### src/rtl/sim_check_pkg.sv
// Shared definitions for the stimulus/check sequencer: FSM encoding and
// sizing helpers used by the sequencer and its comparator.
package sim_check_pkg;

    localparam logic [2:0] ST_IDLE  = 3'd0;
    localparam logic [2:0] ST_LOAD  = 3'd1;
    localparam logic [2:0] ST_GO_HI = 3'd2;
    localparam logic [2:0] ST_GO_LO = 3'd3;
    localparam logic [2:0] ST_CHECK = 3'd4;
    localparam logic [2:0] ST_DONE  = 3'd5;

    typedef enum logic [2:0] {
        S_IDLE  = ST_IDLE,
        S_LOAD  = ST_LOAD,
        S_GO_HI = ST_GO_HI,
        S_GO_LO = ST_GO_LO,
        S_CHECK = ST_CHECK,
        S_DONE  = ST_DONE
    } state_t;

    // Bits needed to hold a population count of n flags.
    function automatic int popcnt_w(input int n);
        return $clog2(n + 1);
    endfunction

endpackage

### src/rtl/sim_check_cmp.sv
// Per-channel tolerance comparator: flags a channel when |v_out - expt| > tol.
module sim_check_cmp
    import sim_check_pkg::*;
#(
    parameter int N_CH  = 2,
    parameter int WIDTH = 18
) (
    input  logic [N_CH*WIDTH-1:0] v_out,
    input  logic [N_CH*WIDTH-1:0] expt,
    input  logic [WIDTH-1:0]      tol,
    output logic [N_CH-1:0]       fail
);

    genvar gi;
    generate
        for (gi = 0; gi < N_CH; gi++) begin : g_ch
            logic signed [WIDTH:0] diff;
            logic        [WIDTH:0] mag;

            // One extra bit keeps the difference exact across the full signed range.
            assign diff = $signed({v_out[gi*WIDTH+WIDTH-1], v_out[gi*WIDTH +: WIDTH]})
                        - $signed({expt[gi*WIDTH+WIDTH-1], expt[gi*WIDTH +: WIDTH]});
            assign mag  = diff[WIDTH] ? $unsigned(-diff) : $unsigned(diff);
            assign fail[gi] = (mag > {1'b0, tol});
        end
    endgenerate

endmodule

### src/rtl/sim_check_seq.sv
// Step sequencer: loads stimulus, strobes go_out, waits to settle, then
// compares the DUT response against the expectation with a tolerance.
module sim_check_seq
    import sim_check_pkg::*;
#(
    parameter int N_CH      = 2,
    parameter int WIDTH     = 18,
    parameter int HI_CYCLES = 4,
    parameter int LO_CYCLES = 4,
    parameter int N_STEPS   = 25,
    parameter int ERR_W     = 16
) (
    input  logic                          emu_clk,
    input  logic                          emu_rst_n,
    input  logic                          start,
    input  logic                          step_valid,
    output logic                          step_ready,
    input  logic [N_CH*WIDTH-1:0]         step_stim,
    input  logic [N_CH*WIDTH-1:0]         step_expt,
    input  logic [WIDTH-1:0]              tol,
    output logic [N_CH*WIDTH-1:0]         v_in,
    input  logic [N_CH*WIDTH-1:0]         v_out,
    output logic                          go_out,
    output logic                          busy,
    output logic                          done,
    output logic [N_CH-1:0]               ch_fail,
    output logic [ERR_W-1:0]              err_cnt,
    output logic [$clog2(N_STEPS+1)-1:0]  step_idx
);

    localparam int SW      = $clog2(N_STEPS + 1);
    localparam int PW      = popcnt_w(N_CH);
    localparam int SUMW    = ((ERR_W > PW) ? ERR_W : PW) + 1;
    localparam int CNT_MAX = (HI_CYCLES > LO_CYCLES) ? HI_CYCLES : LO_CYCLES;
    localparam int CW      = $clog2(CNT_MAX + 1);

    state_t                 state_reg;
    logic [CW-1:0]          cnt_reg;
    logic [N_CH*WIDTH-1:0]  v_in_reg;
    logic [N_CH*WIDTH-1:0]  expt_reg;
    logic                   go_reg;
    logic [N_CH-1:0]        ch_fail_reg;
    logic [ERR_W-1:0]       err_reg;
    logic [SW-1:0]          step_reg;

    logic [N_CH-1:0]        fail_vec;
    logic [PW-1:0]          fail_pop;
    logic [SUMW-1:0]        err_sum;
    logic [ERR_W-1:0]       err_next;
    logic [SW-1:0]          step_next;

    sim_check_cmp #(
        .N_CH  (N_CH),
        .WIDTH (WIDTH)
    ) u_cmp (
        .v_out (v_out),
        .expt  (expt_reg),
        .tol   (tol),
        .fail  (fail_vec)
    );

    always_comb begin
        fail_pop = '0;
        for (int i = 0; i < N_CH; i++) begin
            fail_pop = fail_pop + PW'(fail_vec[i]);
        end
    end

    // Saturating accumulate of failed channel checks.
    assign err_sum   = SUMW'(err_reg) + SUMW'(fail_pop);
    assign err_next  = (err_sum > SUMW'({ERR_W{1'b1}})) ? {ERR_W{1'b1}} : err_sum[ERR_W-1:0];
    assign step_next = step_reg + SW'(1);

    always_ff @(posedge emu_clk) begin
        if (!emu_rst_n) begin
            state_reg   <= S_IDLE;
            cnt_reg     <= '0;
            v_in_reg    <= '0;
            expt_reg    <= '0;
            go_reg      <= 1'b0;
            ch_fail_reg <= '0;
            err_reg     <= '0;
            step_reg    <= '0;
        end else begin
            case (state_reg)
                S_IDLE, S_DONE: begin
                    if (start) begin
                        ch_fail_reg <= '0;
                        err_reg     <= '0;
                        step_reg    <= '0;
                        state_reg   <= S_LOAD;
                    end
                end
                S_LOAD: begin
                    if (step_valid) begin
                        v_in_reg  <= step_stim;
                        expt_reg  <= step_expt;
                        cnt_reg   <= CW'(HI_CYCLES - 1);
                        go_reg    <= 1'b1;
                        state_reg <= S_GO_HI;
                    end
                end
                S_GO_HI: begin
                    // The same counter is reloaded here to time the settle phase.
                    if (cnt_reg == '0) begin
                        go_reg    <= 1'b0;
                        cnt_reg   <= CW'(LO_CYCLES - 1);
                        state_reg <= S_GO_LO;
                    end else begin
                        cnt_reg <= cnt_reg - CW'(1);
                    end
                end
                S_GO_LO: begin
                    if (cnt_reg == '0) begin
                        state_reg <= S_CHECK;
                    end else begin
                        cnt_reg <= cnt_reg - CW'(1);
                    end
                end
                S_CHECK: begin
                    ch_fail_reg <= ch_fail_reg | fail_vec;
                    err_reg     <= err_next;
                    step_reg    <= step_next;
                    state_reg   <= (step_next < SW'(N_STEPS)) ? S_LOAD : S_DONE;
                end
                default: begin
                    go_reg    <= 1'b0;
                    state_reg <= S_IDLE;
                end
            endcase
        end
    end

    assign step_ready = (state_reg == S_LOAD);
    assign busy       = (state_reg != S_IDLE) && (state_reg != S_DONE);
    assign done       = (state_reg == S_DONE);
    assign v_in       = v_in_reg;
    assign go_out     = go_reg;
    assign ch_fail    = ch_fail_reg;
    assign err_cnt    = err_reg;
    assign step_idx   = step_reg;

endmodule
### config.mk
export PLATFORM = sky130hd
export DESIGN_NAME = sim_check_seq
export DESIGN_NICKNAME = d
export VERILOG_FILES = /design/src/rtl/sim_check_pkg.sv /design/src/rtl/sim_check_cmp.sv /design/src/rtl/sim_check_seq.sv
export SDC_FILE = /design/constraint.sdc
export NUM_CORES = 1
export LEC_CHECK = 0
export CORE_UTILIZATION = 55
export DETAILED_ROUTE_END_ITERATION = 12
export PLACE_DENSITY = 0.88
export SLEW_MARGIN = 20
export SYNTH_ARGS = -nofsm -noshare
export SYNTH_HDL_FRONTEND = slang
export SYNTH_SLANG_ARGS = --single-unit
### constraint.sdc
create_clock -name emu_clk -period 20.2 [get_ports emu_clk]
set_clock_uncertainty 0.15 [all_clocks]
set_input_delay 2.02 -clock emu_clk [delete_from_list [all_inputs] [get_ports emu_clk]]
set_output_delay 2.02 -clock emu_clk [all_outputs]
set_load 0.01 [all_outputs]
==> results of run 1 <==
## through the flow
stage	instances	cell area (sq um)	worst slack (ns)	total power [mW]
3_5_place_dp	1398	9840	11.23	0.478
2_1_floorplan	1069	7840	12.34	0.400
4_1_cts	1414	10100	11.58	0.651
6_report	1414	10100	11.49	0.650
3_3_place_gp	1398	9840	11.55	0.471
5_1_grt	1414	10100	11.00	0.694
## critical path, delay by kind of cell
family / cells / cell delay, ns
AOI/OAI and AO/OA: 8 / 1.58
xor gates and xnor gates: 2 / 0.35
adders and majority gates: 5 / 1.48
buffers and inverters: 3 / 0.54
and+or+nand+nor: 12 / 2.87
## logic make-up after synthesis
family | synth area share, %
and+or+nand+nor | 23.8
adders and majority gates | 13.2
muxes | 0.383
DFF | 26.0
AOI/OAI and AO/OA | 24.8
buffers and inverters | 5.54
xor gates and xnor gates | 6.25
## final cells by class
class | instances | area [sq um] | area share [%]
multi-input cells | 852 | 5370 | 53.0
flip-flops and latches | 102 | 2040 | 20.2
repair buffers | 195 | 1940 | 19.2
inverters | 69 | 259 | 2.56
clock buffers | 9 | 225 | 2.22
well taps | 180 | 225 | 2.22
clock inverters | 7 | 67.6 | 0.667
## cells in the final DEF, fill, tap and decap left out, drive strengths merged, types with 4 or more instances in the layout
master,instances
a211oi,8
o21a,6
nor3,13
inv,71
nand4,12
clkdlybuf4s50,192
o211ai,8
nand3,22
o31ai,8
or4,4
nand2,203
clkbuf,9
dfxtp,102
ha,78
or3,6
o41ai,4
a31o,5
clkinv,4
or2,6
nor2,61
a21o,20
nor4,6
and2,16
nand2b,11
xnor2,39
a221oi,5
xor2,17
o2111ai,4
o21ai,55
a31oi,7
nor2b,13
a21oi,137
a22oi,13
and3,17
## report_power, final
group | leakage, nW | internal, mW | switching [mW]
clock network | 0.139 | 0.0862 | 0.0854
logic | 2.88 | 0.121 | 0.140
registers | 0.828 | 0.211 | 0.00583
## how the worst max path moves through the flow
| stage | start | endpoint | depth (start not counted) |
|---|---|---|---|
| global placement | v_out[18] | err_cnt[13] | 30 |
| CTS | v_out[18] | err_cnt[3] | 30 |
| finish | v_out[18] | err_cnt[3] | 30 |
| detailed placement | v_out[18] | err_cnt[3] | 30 |
| global route | v_out[20] | err_cnt[13] | 27 |
| floorplan | v_out[0] | err_cnt[7] | 32 |
## routing by layer
metal  part of all wire (%)  up-vias
met3                    6.8       37
met1                     44     3762
met4                    2.0        0
met5                      0        -
li1                       -     4071
met2                     47      262
==> qor.json, run 1 <==
{
  "cells_and_area": {
    "number_of_antenna_repair_diodes": 0,
    "drive_above_1_share_pct": 3.65,
    "final_net_count": 1440,
    "syn2layout_area_growth_pct": 29.2,
    "post-route-util_pct": 73.0,
    "filler_cell_count": 1149
  },
  "synthesis": {
    "postSynthRegisterBits": 102,
    "ys_seq_area_share_pct": 26.0,
    "netlist.top_cell.by_area": "sky130_fd_sc_hd__dfxtp_1",
    "most_common_cell_in_the_netlist": "sky130_fd_sc_hd__nand2_1",
    "syn-instance-count": 1069,
    "netlist-cell-type-count": 70,
    "cells_taking_the_most_area_after_synthesis": "sky130_fd_sc_hd__dfxtp_1, sky130_fd_sc_hd__ha_1, sky130_fd_sc_hd__nand2_1",
    "asyncSetResetFlopFracSynth_pct": 0,
    "synth.top_cell.area_share_pct": 26.0,
    "synth_edf_count": 0,
    "synth_fp_nets": 1280,
    "yosys_warnings": 0,
    "post_synth_most_frequent_cells": "sky130_fd_sc_hd__nand2_1, sky130_fd_sc_hd__a21oi_1, sky130_fd_sc_hd__dfxtp_1",
    "syn_area_sq_um": 7840,
    "syn_avg_cell_area_sq_um": 7.34,
    "synth-main-ff-cell": "sky130_fd_sc_hd__dfxtp_1"
  },
  "worst_setup_path": {
    "critPathSlowestCell": "sky130_fd_sc_hd__nand4_1",
    "cpMostUsedCell": "sky130_fd_sc_hd__ha_1",
    "critical_path.startpoint_type": "primary input",
    "critical_path.max_fanout": 14,
    "critical_path_required_ns": 20.34,
    "critical_path.endpoint_type": "flop",
    "worst-endpoint-arrival_ns": 8.85,
    "worst-r2r-setup-slack_ns": 13.19,
    "worstRegToRegCells": 28,
    "critPathKind": "primary input to flop",
    "crit-reg2reg-capture": "err_cnt[3]",
    "r2r-start": "expt_reg[18]",
    "cp_slowest_stage_delay_ns": 0.52
  },
  "floorplanning": {
    "fp.coreArea_sq_um": 13900,
    "design.die.area_sq_um": 14700,
    "die_height_um": 121,
    "core.rowCount": 43,
    "die_width_um": 121,
    "io_pins": 193,
    "floorplan.initialDensity_pct": 56.5
  },
  "grt": {
    "globalRouteMet1Util_pct": 36.4,
    "global_route.overflow_total": 0,
    "grt.busiest_layer": "met2",
    "grt_pass1_vias": 7819,
    "gr-usage-all-layers_pct": 29.0,
    "grt_max_degree": 58,
    "initial_antenna_violation_count": 0,
    "grt_util_met3_pct": 7.14,
    "gr-usage-met2_pct": 48.3,
    "wire_length_of_the_first_global_routing_pass_mm": 34.8
  },
  "outcome": {
    "run_status": "completed"
  },
  "pwr": {
    "power_density_nw_per_um2": 64.1,
    "max-vdd-ir-drop_mv": 0.0479,
    "cellLeakagePower_nw": 3.85
  },
  "min_path": {
    "hold_depth": 2,
    "worst_hold_path_type": "flop to flop",
    "min_to": "expt_reg[23]",
    "hold_path.startpoint": "expt_reg[23]"
  },
  "detailed_routing": {
    "vias": 8132,
    "first_pass_iters": 7,
    "vias_per_cell": 5.75,
    "drt_wl_total_mm": 20.9,
    "first_iter_violations": 550,
    "antenna_violating_nets_post_route": 0,
    "drc_errors": 0,
    "route.detailed.wl_per_inst_um": 14.8
  },
  "run": {
    "drv_cap": 0
  },
  "clock_network": {
    "number_of_buffers_inserted_during_clock_tree_synthesis": 9,
    "clk_latency_ns": 0.36,
    "holdBufCountCts": 0,
    "clock_path_buffers": 2,
    "clock_sink_count": 102,
    "cts-resized-gates": 0,
    "cts.reportedPaths.clkPinSlew_ns": 0.08,
    "tritoncts": "done",
    "clock-root-buffer": "sky130_fd_sc_hd__clkbuf_16",
    "clock_tree.htree_level_count": 3,
    "postCtsSetupBuffers": 0
  },
  "sta": {
    "hold_viol": 0,
    "fin_worst_hold_slack_ns": 0.304,
    "layout_worst_path_cycle_share_pct": 43.1,
    "worst_pin_slew_ns": 0.870,
    "final.setup.tns_ns": 0,
    "max_clock_freq_mhz": 115,
    "slew_headroom_pct": 42.0,
    "unrepaired_setup_endpoints_after_global_routing": "false",
    "setup-violations-final": 0,
    "period_minus_slack_ns": 8.71,
    "slew_limit_fails": 0
  },
  "place": {
    "buffer_ports.inserted": 192,
    "dpl.hpwl_mm": 15.8,
    "globalplace.congestion": 0.882
  }
}
Power figures use the tool's default switching activity.
==> inputs of run 2 (changes only) <==
--- a/config.mk
+++ b/config.mk
@@ -5,9 +5,9 @@
 export SDC_FILE = /design/constraint.sdc
 export NUM_CORES = 1
 export LEC_CHECK = 0
-export CORE_UTILIZATION = 55
+export CORE_UTILIZATION = 46
 export DETAILED_ROUTE_END_ITERATION = 12
-export PLACE_DENSITY = 0.88
+export PLACE_DENSITY = 0.78
 export SLEW_MARGIN = 20
 export SYNTH_ARGS = -nofsm -noshare
 export SYNTH_HDL_FRONTEND = slang
==> constraint.sdc (replaced) <==
create_clock -name emu_clk -period 7.9 [get_ports emu_clk]
set_clock_uncertainty 0.15 [all_clocks]
set_input_delay 0.79 -clock emu_clk [delete_from_list [all_inputs] [get_ports emu_clk]]
set_output_delay 0.79 -clock emu_clk [all_outputs]
set_load 0.01 [all_outputs]
==> qor.json, run 2 (same netlist as run 1, synthesis figures left out) <==
{
  "worst_setup_path": {
    "stages_on_the_worst_setup_path": 31,
    "critical_path.max_fanout": 14,
    "critical_path.startpoint_type": "primary input",
    "cp_slowest_stage_delay_ns": 0.43,
    "critical_path.endpoint_type": "flop",
    "critPathTopFamily": "simple AND/OR/NAND/NOR gates",
    "crit-reg2reg-capture": "err_cnt[6]",
    "critPathKind": "primary input to flop",
    "critPathSlowestCell": "sky130_fd_sc_hd__fa_1",
    "cp.buffers_inverters": 4,
    "critical_path_required_ns": 8.04,
    "cpMostUsedCell": "sky130_fd_sc_hd__ha_1",
    "worst-r2r-setup-slack_ns": 1.16,
    "worstRegToRegCells": 29,
    "r2r-start": "expt_reg[18]",
    "worst-endpoint-arrival_ns": 7.42
  },
  "outcome": {
    "run_status": "completed"
  },
  "cells_and_area": {
    "syn2layout_area_growth_pct": 30.3,
    "final_net_count": 1441,
    "most-common-layout-cells": "sky130_fd_sc_hd__nand2_1, sky130_fd_sc_hd__clkdlybuf4s50_1, sky130_fd_sc_hd__a21oi_1",
    "finish.instance_area_sq_um": 10200,
    "filler_cell_count": 1536,
    "number_of_antenna_repair_diodes": 0,
    "multiInputGateArea_sq_um": 5370,
    "layout_commonest_cell": "sky130_fd_sc_hd__nand2_1",
    "drive_above_1_share_pct": 3.72,
    "regArea_sq_um": 2040
  },
  "sta": {
    "hold_viol": 0,
    "final.setup.tns_ns": 0,
    "slew_headroom_pct": 39.1,
    "unrepaired_setup_endpoints_after_global_routing": "false",
    "slew_limit_fails": 0,
    "layout_worst_path_cycle_share_pct": 92.2,
    "setup-violations-final": 0,
    "worst_pin_slew_ns": 0.914,
    "period_minus_slack_ns": 7.28,
    "max_clock_freq_mhz": 137,
    "post-route-worst-setup-slack_ns": 0.619
  },
  "place": {
    "placement.setup.worst_slack_ns": 0.365,
    "placement.cell_area_sq_um": 9900,
    "dpl.hpwl_mm": 16.0,
    "globalplace.congestion": 0.879,
    "buffer_ports.inserted": 192
  },
  "pwr": {
    "cellLeakagePower_nw": 3.86,
    "power_density_nw_per_um2": 166,
    "max-vdd-ir-drop_mv": 0.108
  },
  "clock_network": {
    "clock_tree.htree_level_count": 3,
    "cts.reportedPaths.clkPinSlew_ns": 0.07,
    "postCtsSetupBuffers": 0,
    "clock_path_buffers": 2,
    "number_of_buffers_inserted_during_clock_tree_synthesis": 9,
    "tritoncts": "done",
    "cts-resized-gates": 0,
    "clock_sink_count": 102,
    "clock-root-buffer": "sky130_fd_sc_hd__clkbuf_16",
    "clk_latency_ns": 0.36,
    "holdBufCountCts": 0
  },
  "detailed_routing": {
    "vias": 8057,
    "antenna_violating_nets_post_route": 0,
    "first_pass_iters": 5,
    "vias_per_cell": 5.54,
    "drc_errors": 0,
    "first_iter_violations": 487,
    "route.detailed.wl_per_inst_um": 14.4,
    "drt_wl_total_mm": 21.0
  },
  "floorplanning": {
    "die_width_um": 133,
    "core.rowCount": 47,
    "die_height_um": 133,
    "fp.coreArea_sq_um": 16600,
    "design.die.area_sq_um": 17600,
    "floorplan.initialDensity_pct": 47.1,
    "io_pins": 193
  },
  "grt": {
    "grt_pass1_vias": 7539,
    "wire_length_of_the_first_global_routing_pass_mm": 34.9,
    "gr-usage-all-layers_pct": 24.0,
    "initial_antenna_violation_count": 1,
    "global_route.overflow_total": 0,
    "grt_max_degree": 58
  },
  "run": {
    "drv_cap": 0
  },
  "min_path": {
    "worst_hold_path_type": "flop to flop",
    "hold_path.startpoint": "v_in[30]",
    "hold_depth": 2,
    "min_to": "v_in[30]"
  }
}
## run 2: changes by cell type in the layout (fill, tap and decap cells not counted), sizes merged
cell      previous run  this run
bufinv               0         1
clkinvlp             1         2
inv                 71        72
buf                  3         4
clkinv               4         1
## run 2: layout make-up
type                    count  area share, %
clock inverters             7          0.906
clock buffers               9           2.20
inverters                  69           2.54
well taps                 220           2.69
flip-flops and latches    102           20.0
multi-input cells         852           52.6
repair buffers            196           19.1
## run 2: how the worst max path moves through the flow
| stage | startpoint | to | slack, ns |
|---|---|---|---|
| after floorplan | v_out[0] | err_cnt[7] | 1.27 |
| after global routing | v_out[18] | err_cnt[5] | 0.11 |
| final | v_out[18] | err_cnt[6] | 0.62 |
| after global placement | v_out[18] | err_cnt[7] | 0.58 |
| after detailed placement | v_out[18] | err_cnt[6] | 0.37 |
| after CTS | v_out[18] | err_cnt[6] | 0.68 |
## run 2: layer usage
layer / GRT usage (%) / up-vias / share of wire, %
li1: - / 4068 / -
met1: 30.8 / 3723 / 45
met2: 40.2 / 237 / 46
met3: 5.98 / 27 / 6.9
met4: 5.68 / 2 / 1.5
met5: 0 / - / 0.052
## run 2: worst reg2reg max path, delay by kind of cell (launching register included)
kind                       cells  cell delay [ns]
xor gates and xnor gates       2             0.37
adders and majority gates      5             1.48
buffers and inverters          2             0.28
DFF                            1             0.34
AOI/OAI and AO/OA              8             1.47
and+or+nand+nor               12             2.58
## run 2: stage by stage
stage | power, mW | utilization, % | std cells | hold WS [ns]
after floorplan | 1.02 | - | 1069 | 0.286
after global placement | 1.21 | 59.5 | 1439 | 0.290
after detailed placement | 1.23 | 59.5 | 1439 | 0.296
after CTS | 1.71 | 61.4 | 1455 | 0.307
after global routing | 1.81 | 61.4 | 1455 | 0.326
final | 1.70 | 61.4 | 1455 | 0.304
## run 2: where the power goes
group | internal [mW] | switching (mW)
registers | 0.539 | 0.0151
clock network | 0.254 | 0.223
logic | 0.309 | 0.356
total | 1.10 | 0.594
==> RTL edit: new RTL, settings of run 2 <==
`HI_CYCLES`: 4 -> 2.
--- a/src/rtl/sim_check_seq.sv
+++ b/src/rtl/sim_check_seq.sv
@@ -5,7 +5,7 @@
 #(
     parameter int N_CH      = 2,
     parameter int WIDTH     = 18,
-    parameter int HI_CYCLES = 4,
+    parameter int HI_CYCLES = 2,
     parameter int LO_CYCLES = 4,
     parameter int N_STEPS   = 25,
     parameter int ERR_W     = 16
Check against the original RTL: not equivalent (Yosys sat finds a counterexample within 10 cycles, from zero or initial values and one cycle with emu_rst_n low).
==> RTL edit against run 2 <==
Critical endpoint is now err_cnt[11]$_SDFFE_PN0P_. First-iteration DRC count decreased by 30%. Synthesized area is 0.51% higher. Routed wire length down 1.1%. Largest cell class unchanged. Sequential cell count did not move. Setup slack gained 0.23 ns. Total power decreased by 3.6%. Die area grew 0.51%. Final area is 0.21% lower. Highest routed layer is now met4.
==> RTL edit: results (changes against run 2) <==
status: "completed"
ir_worst_vdd_v: 0.0000968  # -11%
topRoutingLayerUsed: "met4"
dp_hpwl_mm: 15.9  # -1.2%
synth_mux_area_share_pct: 0.810  # +0.43 points
power_clock_mw: 0.430  # -9.9%
grt_use_met2_pct: 40.3  # about the same
synthXorXnorAreaFrac_pct: 6.97  # +0.71 points
grt_pass1_vias: 7424  # -1.5%
synth_nets: 1271  # -0.70%
buffers: 197  # +0.51%
max-slew-margin-rel_pct: 47.4  # +8.3 points
routabilityCongestion: 0.851  # -3.2%
crit_arrival_ns: 7.11  # -0.31 ns
rr_worst_depth: 30  # +3.4%
vias: 7786  # -3.4%
power_frac_clock_pct: 26.3  # -1.8 points
clkCellAreaFrac_pct: 2.79  # -0.32 points
first_pass_iters: 4  # -1
pre_cts_ws_ns: 0.501  # +0.136 ns
p_sw_mw: 0.560  # -5.8%
grt_pass1_wl_mm: 34.3  # -1.5%
grt.total_usage_pct: 23.7  # -0.29 points
dpl-instance-area_sq_mm: 0.00991  # +0.10%
num-fill-cells: 1575  # +2.5%
seq_area_frac_synth_pct: 25.9  # -0.13 points
synth_cell_type_count: 78  # +11%
dr_wl_met2_mm: 9.68  # -0.53%
nMultiInputCombCells: 841  # -1.3%
wl_met1_mm: 9.50  # +0.19%
vias_per_cell: 5.38  # -2.9%
n_all_inverters: 72  # +4.3%
drive_gt1_share_pct: 4.48  # +0.76 points
drt_iter0_markers: 341  # -30%
crit_fanout: 12  # -2
grt_max_degree: 73  # +26%
syn_inst: 1060  # -0.84%
RTL edit: cell count changes after synthesis, sizes merged, moves of 5 or more:
cell and change:
a21o +5, a22oi -7, a31o -5, and2 -9, buf +7, clkbuf -9, nand2 -9, nand2b +7
nand4 +6, nor2 +8, nor2b +5, nor4 -5
RTL edit: worst paths after layout:
path | slack [ns] | start | end
hold / removal | 0.30 | v_in[8]$_SDFFE_PN0P_ | v_in[8]$_SDFFE_PN0P_
hold reg to reg | 0.30 | v_in[8]$_SDFFE_PN0P_ | v_in[8]$_SDFFE_PN0P_
setup / recovery | 0.85 | v_out[18] | err_cnt[11]$_SDFFE_PN0P_
setup reg to reg | 1.42 | expt_reg[18]$_SDFFE_PN0P_ | err_cnt[11]$_SDFFE_PN0P_
RTL edit: worst max-delay path, delay by kind of cell:
| family | cells | cell delay [ns] |
|---|---|---|
| buf+inv | 4 | 0.73 |
| simple gates | 8 | 1.24 |
| fa+ha+maj | 5 | 1.48 |
| xor+xnor | 1 | 0.15 |
| compound gates | 14 | 2.73 |
